==> src/rtl/ifetch_unit.sv <==
// ifetch_unit: instruction-fetch stage feeding the single-cycle controller.
// Holds the PC, fetches one 32-bit word per request over a MIO_ready
// handshake, latches it into the instruction register and advances the PC
// (sequential or redirect) when the consumer acknowledges the word.
// Optional feature macro: IFETCH_TIMEOUT_EN adds a memory wait timeout that
// parks the unit in S_ERR with fetch_err set until reset.
module ifetch_unit #(
    parameter logic [31:0] RESET_PC       = 32'h0000_0000,
    parameter int unsigned TIMEOUT_CYCLES = 255
) (
    input  logic        clk,
    input  logic        rst_n,
    output logic        imem_req,
    output logic [31:0] imem_addr,
    input  logic [31:0] imem_data,
    input  logic        MIO_ready,
    output logic [31:0] inst,
    output logic [5:0]  OPcode,
    output logic [5:0]  Fun,
    output logic [31:0] pc_out,
    output logic [31:0] pc_plus4,
    output logic        inst_valid,
    input  logic        inst_ack,
    input  logic        redirect,
    input  logic [31:0] redirect_pc,
    output logic        fetch_err
);

    typedef enum logic [1:0] {
        S_REQ   = 2'd0,
        S_VALID = 2'd1,
        S_ERR   = 2'd2
    } state_t;

    state_t      state_r, state_s;
    logic [31:0] pc_r, pc_s;
    logic [31:0] inst_r, inst_s;
    logic [31:0] pc_out_r, pc_out_s;
    logic [31:0] redirect_target_s;
    logic        timeout_s;
    logic        unused_rpc_s;

    // Redirect targets are always word aligned; the low bits are dropped.
    assign redirect_target_s = {redirect_pc[31:2], 2'b00};
    assign unused_rpc_s      = ^redirect_pc[1:0];

`ifdef IFETCH_TIMEOUT_EN
    localparam logic [7:0] WAIT_LAST = 8'(TIMEOUT_CYCLES - 32'd1);

    logic [7:0] wait_cnt_r, wait_cnt_s;

    // The wait that would bring the counter up to TIMEOUT_CYCLES is the fatal one.
    assign timeout_s = (wait_cnt_r == WAIT_LAST);

    // Wait counter: counts unanswered request cycles, clears on any other outcome.
    always_comb begin
        wait_cnt_s = 8'd0;
        if ((state_r == S_REQ) && !redirect && !MIO_ready && !timeout_s) begin
            wait_cnt_s = wait_cnt_r + 8'd1;
        end else begin
            wait_cnt_s = 8'd0;
        end
    end

    // Wait counter register.
    always_ff @(posedge clk or negedge rst_n) begin
        if (!rst_n) begin
            wait_cnt_r <= 8'd0;
        end else begin
            wait_cnt_r <= wait_cnt_s;
        end
    end
`else
    logic unused_timeout_s;

    // Without the timeout the unit waits on memory indefinitely.
    assign timeout_s        = 1'b0;
    assign unused_timeout_s = ^TIMEOUT_CYCLES;
`endif

    // Next-state and datapath update for the fetch sequencer.
    always_comb begin
        state_s  = state_r;
        pc_s     = pc_r;
        inst_s   = inst_r;
        pc_out_s = pc_out_r;
        case (state_r)
            S_REQ: begin
                if (redirect) begin
                    // Redirect wins: any word arriving this cycle is dropped.
                    pc_s    = redirect_target_s;
                    state_s = S_REQ;
                end else if (MIO_ready) begin
                    inst_s   = imem_data;
                    pc_out_s = pc_r;
                    state_s  = S_VALID;
                end else if (timeout_s) begin
                    state_s = S_ERR;
                end else begin
                    state_s = S_REQ;
                end
            end
            S_VALID: begin
                if (inst_ack) begin
                    if (redirect) begin
                        pc_s = redirect_target_s;
                    end else begin
                        pc_s = pc_r + 32'd4;
                    end
                    state_s = S_REQ;
                end else begin
                    state_s = S_VALID;
                end
            end
            S_ERR: begin
                state_s = S_ERR;
            end
            default: begin
                state_s = S_REQ;
            end
        endcase
    end

    // State, PC and instruction register.
    always_ff @(posedge clk or negedge rst_n) begin
        if (!rst_n) begin
            state_r  <= S_REQ;
            pc_r     <= RESET_PC;
            inst_r   <= 32'h0000_0000;
            pc_out_r <= RESET_PC;
        end else begin
            state_r  <= state_s;
            pc_r     <= pc_s;
            inst_r   <= inst_s;
            pc_out_r <= pc_out_s;
        end
    end

    // Outputs come only from registers; rst_n gates the request during reset.
    assign imem_req   = rst_n & (state_r == S_REQ);
    assign imem_addr  = pc_r;
    assign inst       = inst_r;
    assign OPcode     = inst_r[31:26];
    assign Fun        = inst_r[5:0];
    assign pc_out     = pc_out_r;
    assign pc_plus4   = pc_out_r + 32'd4;
    assign inst_valid = (state_r == S_VALID);
`ifdef IFETCH_TIMEOUT_EN
    assign fetch_err  = (state_r == S_ERR);
`else
    assign fetch_err  = 1'b0;
`endif

endmodule

==> config.mk <==
export PLATFORM = sky130hd
export DESIGN_NAME = ifetch_unit
export DESIGN_NICKNAME = d
export VERILOG_FILES = /design/src/rtl/ifetch_unit.sv
export SDC_FILE = /design/constraint.sdc
export NUM_CORES = 1
export LEC_CHECK = 0
export ABC_AREA = 0
export BUFFER_PORTS_ARGS = -buffer_cell sky130_fd_sc_hd__buf_2
export CORE_MARGIN = 8
export CORE_UTILIZATION = 45
export DETAILED_ROUTE_END_ITERATION = 6
export PLACE_DENSITY_LB_ADDON = 0.05
export SETUP_SLACK_MARGIN = 0.02
export SYNTH_ARGS = -nofsm -noshare
export SYNTH_HDL_FRONTEND = slang
export SYNTH_SLANG_ARGS = --single-unit
==> constraint.sdc <==
create_clock -name clk -period 2 [get_ports clk]
set_clock_uncertainty 0.05 [all_clocks]
set_input_delay 0.4 -clock clk [delete_from_list [all_inputs] [get_ports clk]]
set_output_delay 0.4 -clock clk [all_outputs]
set_load 0.02 [all_outputs]
After elaboration in Yosys (flattened, before gate mapping)

Cells that the tools add are included.

Output and inout port bits: 143
Flip-flop bits (word level): 98
Bits of input ports: 69
Logic and storage cells: 24

$add $sub $neg: 2
Multiplexer cells: 8
Bitwise operators: 2
Equal/unequal tests: 4
Reduce and logical (&&, ||, !) cells: 4

Operators by type and width:

| cell                  | number |
|---|---|
| $mux 32               | 3 |
| $add 32x3->32 const B | 2 |
| $pmux 32 s2           | 1 |
| $pmux 2 s3            | 1 |
| $reduce_and 3->1      | 2 |
| $mux 1                | 3 |
| $eq 2x1->1 const B    | 1 |
| $eq 2x2->1 const B    | 1 |
| $logic_not 2->1       | 1 |
| $ne 2x1->1 const B    | 1 |
| $ne 2x2->1 const B    | 1 |
| $reduce_bool 2->1     | 1 |
| $and 1x1->1           | 1 |
| $not 1->1             | 1 |

Depth between registers and ports, before layout

Depth after elaboration: 4
Depth in mapped cells: 8
Depth with buffers taken out: 6

Worst setup path before layout

OpenSTA, ideal clock, no wires.

Path type: register to output
Start point: register pc_out_r[2] (netlist: pc_out[2])
End point: output pc_plus4[26]
Cell stages (with the launch flop): 7
Required time: 1550 ps
Arrival: 1882 ps
Path buffers: 0
Path slack: -332 ps
Cell sequence: dfrtp_1 > ha_1 > and4_1 > nand4_1 > or3_1 > nor2_1 > xor2_1

Word-level cells in the longest chain between the ends: 1

RTL lines:

| what                     | RTL line | text |
|---|---|---|
| start: declaration       | 38       | `logic [31:0] pc_out_r, pc_out_s;` |
| start signal: assignment | 135      | `pc_out_r <= pc_out_s;` |
| $add 32x3->32            | 146      | `assign pc_plus4 = pc_out_r + 32'd4;` |
| end: declaration         | 21       | `output logic [31:0] pc_plus4,` |

Every way passes these cells.

Final worst setup path

Start point: register pc_out_r[2] (netlist: pc_out[2])
End point: output pc_plus4[28]

Same word-level chain as after synthesis.

==> qor.tcl <==
set qor(power_density_mw_per_mm2) 1162
set qor(place_worst_setup_slack_ns) -0.1802
set qor(die_height_um) 121.3
set qor(worstPathRequired_ns) 1.55
set qor(total_power_mw) 8.440
set qor(fin_tns_setup_ns) -8.893
set qor(synth-seq-cells) 94
set qor(clk_path_buf_depth) 2
set qor(report.final.setup_viol) 25
set qor(critPathTopFamily) {simple AND/OR/NAND/NOR gates}
set qor(criticalPathCategory) {reg -> out}
set qor(post_synth_num_cell_types) 53
set qor(post_synth_instance_area_mm2) 0.004991
set qor(total_buffers_and_inverters_traversed_by_the_critical_path) 1
set qor(timing.hold.worst.class) {in -> async}
set qor(cts-hold-fix-buffers) 0
set qor(final_layout_size_suffix_gt1_share_pct) 59.40
set qor(worst_skew_pair.late_latency_ns) 0.35
set qor(pin_count_of_the_biggest_net_entering_global_routing) 95
set qor(gr-usage-all-layers_pct) 20.79
set qor(placed_instances) 847
set qor(timing_hold_violations_final) 0
set qor(status) {complete, but fails checks}
set qor(port-buffer-count) 202
set qor(num_antenna_cells) 0
set qor(cts_tree) {built}
set qor(grt_pass1_vias) 4795
set qor(num_io_pins) 212
set qor(numClockSinks) 94
set qor(grt.overflow.total) 0
set qor(grt_antenna_before_repair) 0
set qor(final_max_slew_viol_count) 0
set qor(detailroute.via_count) 4615
set qor(async_reset_ff_share_pct) 100.0
set qor(grt_pass1_wl_um) 24660
set qor(cp_slowest_cell) {sky130_fd_sc_hd__or3_4}
set qor(slew-limit-headroom_pct) 64.92
set qor(remaining_drc_errors) 0
set qor(num-nets-final) 795
set qor(fp.dieArea_mm2) 0.01472
set qor(postLayoutSetupSlackWorst_ns) -0.5338
set qor(routed_wire_length_per_instance_um) 18.19
set qor(routed_wirelength_um) 15810
set qor(max_slew.worst_pin.slew_ns) 0.5262
set qor(core_mm2) 0.01084
set qor(final_cells) 869
set qor(violations) {negative setup slack}
set qor(syn_avg_cell_area_um2) 10.64
set qor(final.hold.worst_slack_ns) 0.02544
set qor(setup.worst_path.end_class) {output port}
set qor(clock-root-buffer) {sky130_fd_sc_hd__clkbuf_8}
set qor(post_detail_place_hpwl_um) 12050
set qor(cts_buffers) 9
set qor(cts.reportedPaths.clkPinSlew_ns) 0.09
set qor(timing.max_cap.violations) 0
set qor(synth-main-ff-cell) {sky130_fd_sc_hd__dfrtp_1}
set qor(max_h_tree_level) 3
set qor(viasPerCell) 5.311
set qor(rsz0062_at_grt) {yes}
set qor(yosys_warnings) 0
set qor(peak_freq_mhz) 394.7
set qor(power.leakage_nw) 3.367
set qor(cpPeakStageDelay_ns) 0.44
set qor(timing.critical_path.from_type) {flip-flop}
set qor(worstPathArrival_ns) 2.08
set qor(synth_cells) 469
set qor(vdd_drop_max_v) 0.0006470
set qor(drtPass1Iterations) 4
set qor(die_width_um) 121.3
set qor(timing.final.crit_share_pct) 126.7
set qor(path_max_fanout) 3
set qor(sequential_fraction_of_the_synthesis_area_pct) 47.13
set qor(area_growth_syn_to_layout_pct) 45.53
set qor(num_rows) 38
set qor(first_iter_violations) 214
set qor(period_needed_ns) 2.534
set qor(antenna_left) 0
set qor(start_util_pct) 46.04
set qor(gp_routability_congestion) 0.8703
set qor(post_synth_edffs) 0
set qor(worstPathCellList) {ha_4, and4_4, nand4_1, or3_4, nor2_4, xor2_2, buf_6}
[layout by cell type (no fill, tap or decap), drive strengths merged, types with 2 or more instances in the layout]
cell type  instances
dfrtp             94
conb               7
xor2               9
a31oi              3
o21ai             17
mux2i              2
o22ai             13
nand4             14
clkinvlp           2
nor2b              3
xnor2             19
a211oi             3
buf              281
and2               2
and3              14
nor3               8
o21a               3
a21oi             34
nor2              33
ha                 2
and4               5
a2bb2oi            6
or3b               2
nand2             30
a311oi             4
a31o               3
mux2              60
nand3             23
inv                4
nor4               4
clkbuf            11
[timing repair]
| action | 4_1_cts | 5_1_grt |
|---|---|---|
| endpoints found under the setup margin | 25 | 26 |
| pin swaps | 9 | 9 |
| resized for setup | 51 | 27 |
| buffers inserted | 3 | 5 |
[final timing paths]
| kind | start | to | slack [ns] | cells after the start |
|---|---|---|---|---|
| min reg2reg | inst[9] | inst[9] | 0.46 | 1 |
| max reg2reg | imem_addr[2] | imem_addr[24] | 0.15 | 7 |
| max | pc_out[2] | pc_plus4[28] | -0.53 | 7 |
| min in group clk | imem_data[13] | inst[13] | 0.22 | 2 |
| min | rst_n | state_r[0] | 0.03 | 2 |
| max in group asynchronous | rst_n | pc_out[3] | 1.43 | 2 |
[cells in the mapped netlist, types with 3 or more instances]
cell,number,area (µm²)
sky130_fd_sc_hd__dfrtp_1,94,2352
sky130_fd_sc_hd__mux2_2,60,675.7
sky130_fd_sc_hd__a21oi_1,34,170.2
sky130_fd_sc_hd__nor2_1,33,123.9
sky130_fd_sc_hd__nand2_1,30,112.6
sky130_fd_sc_hd__nand3_1,23,115.1
sky130_fd_sc_hd__buf_4,19,142.6
sky130_fd_sc_hd__xnor2_1,19,166.4
sky130_fd_sc_hd__buf_2,18,90.09
sky130_fd_sc_hd__o21ai_0,16,80.08
sky130_fd_sc_hd__o22ai_1,13,81.33
sky130_fd_sc_hd__and3_1,12,75.07
sky130_fd_sc_hd__nand4_1,11,68.82
sky130_fd_sc_hd__xor2_1,9,78.83
sky130_fd_sc_hd__nor3_1,8,40.04
sky130_fd_sc_hd__a2bb2oi_1,6,52.55
sky130_fd_sc_hd__clkbuf_1,5,18.77
sky130_fd_sc_hd__a311oi_1,4,35.03
sky130_fd_sc_hd__and4_1,4,35.03
sky130_fd_sc_hd__a31oi_1,3,18.77
sky130_fd_sc_hd__inv_1,3,11.26
sky130_fd_sc_hd__nand4_4,3,63.81
sky130_fd_sc_hd__nor2b_1,3,18.77
sky130_fd_sc_hd__o21a_1,3,22.52
[state kept, by name (all words and copies together) (netlist names)]
name and cells:
inst 32, state_r 2, pc_out 30, imem_addr 30
[kinds of logic (layout without fill, tap and decap cells)]
kind of cell    after synthesis  after routing  synth area share [%]
fa+ha+maj                     2              2                0.5013
simple gates                142            142                 16.02
mux                          62             62                 13.94
buf+inv                      46            300                 5.490
compound gates               94             94                 11.93
flops                        94             94                 47.13
xor+xnor                     28             28                 4.914
other cells                   1              7               0.07513
[stage by stage]
| step | util (%) | area, µm² |
|---|---|---|
| after global placement | 61.98 | 6719 |
| after CTS | 65.72 | 7124 |
| after detailed placement | 61.98 | 6719 |
| final | 67.00 | 7263 |
| after floorplan | - | 5186 |
| after global routing | 67.00 | 7263 |
[cell type report]
type / count / area [µm²]
inverters: 3 / 11.26
well taps: 140 / 175.2
repair buffers: 281 / 1752
clock inverters: 5 / 58.81
multi-input cells: 335 / 2765
clock buffers: 11 / 131.4
fillers: 882 / 3577
flip-flops and latches: 94 / 2370
[routing by layer]
metal | GRT usage [%] | wire length [µm] | up-vias
li1 | - | - | 2195
met4 | 5.628 | 161 | 0
met1 | 24.48 | 6281 | 2261
met2 | 36.89 | 8186 | 147
met3 | 4.933 | 1179 | 12
met5 | 0 | 0 | -
[power by group]
part / internal (mW) / total (mW) / switching, mW / leakage (nW)
clock: 0.582 / 1.24 / 0.663 / 0.0899
combinational: 1.87 / 4.39 / 2.51 / 2.21
sequential: 2.40 / 2.81 / 0.409 / 1.07
total: 4.85 / 8.44 / 3.59 / 3.37
Note: power is estimated with default switching activity, not from simulation.
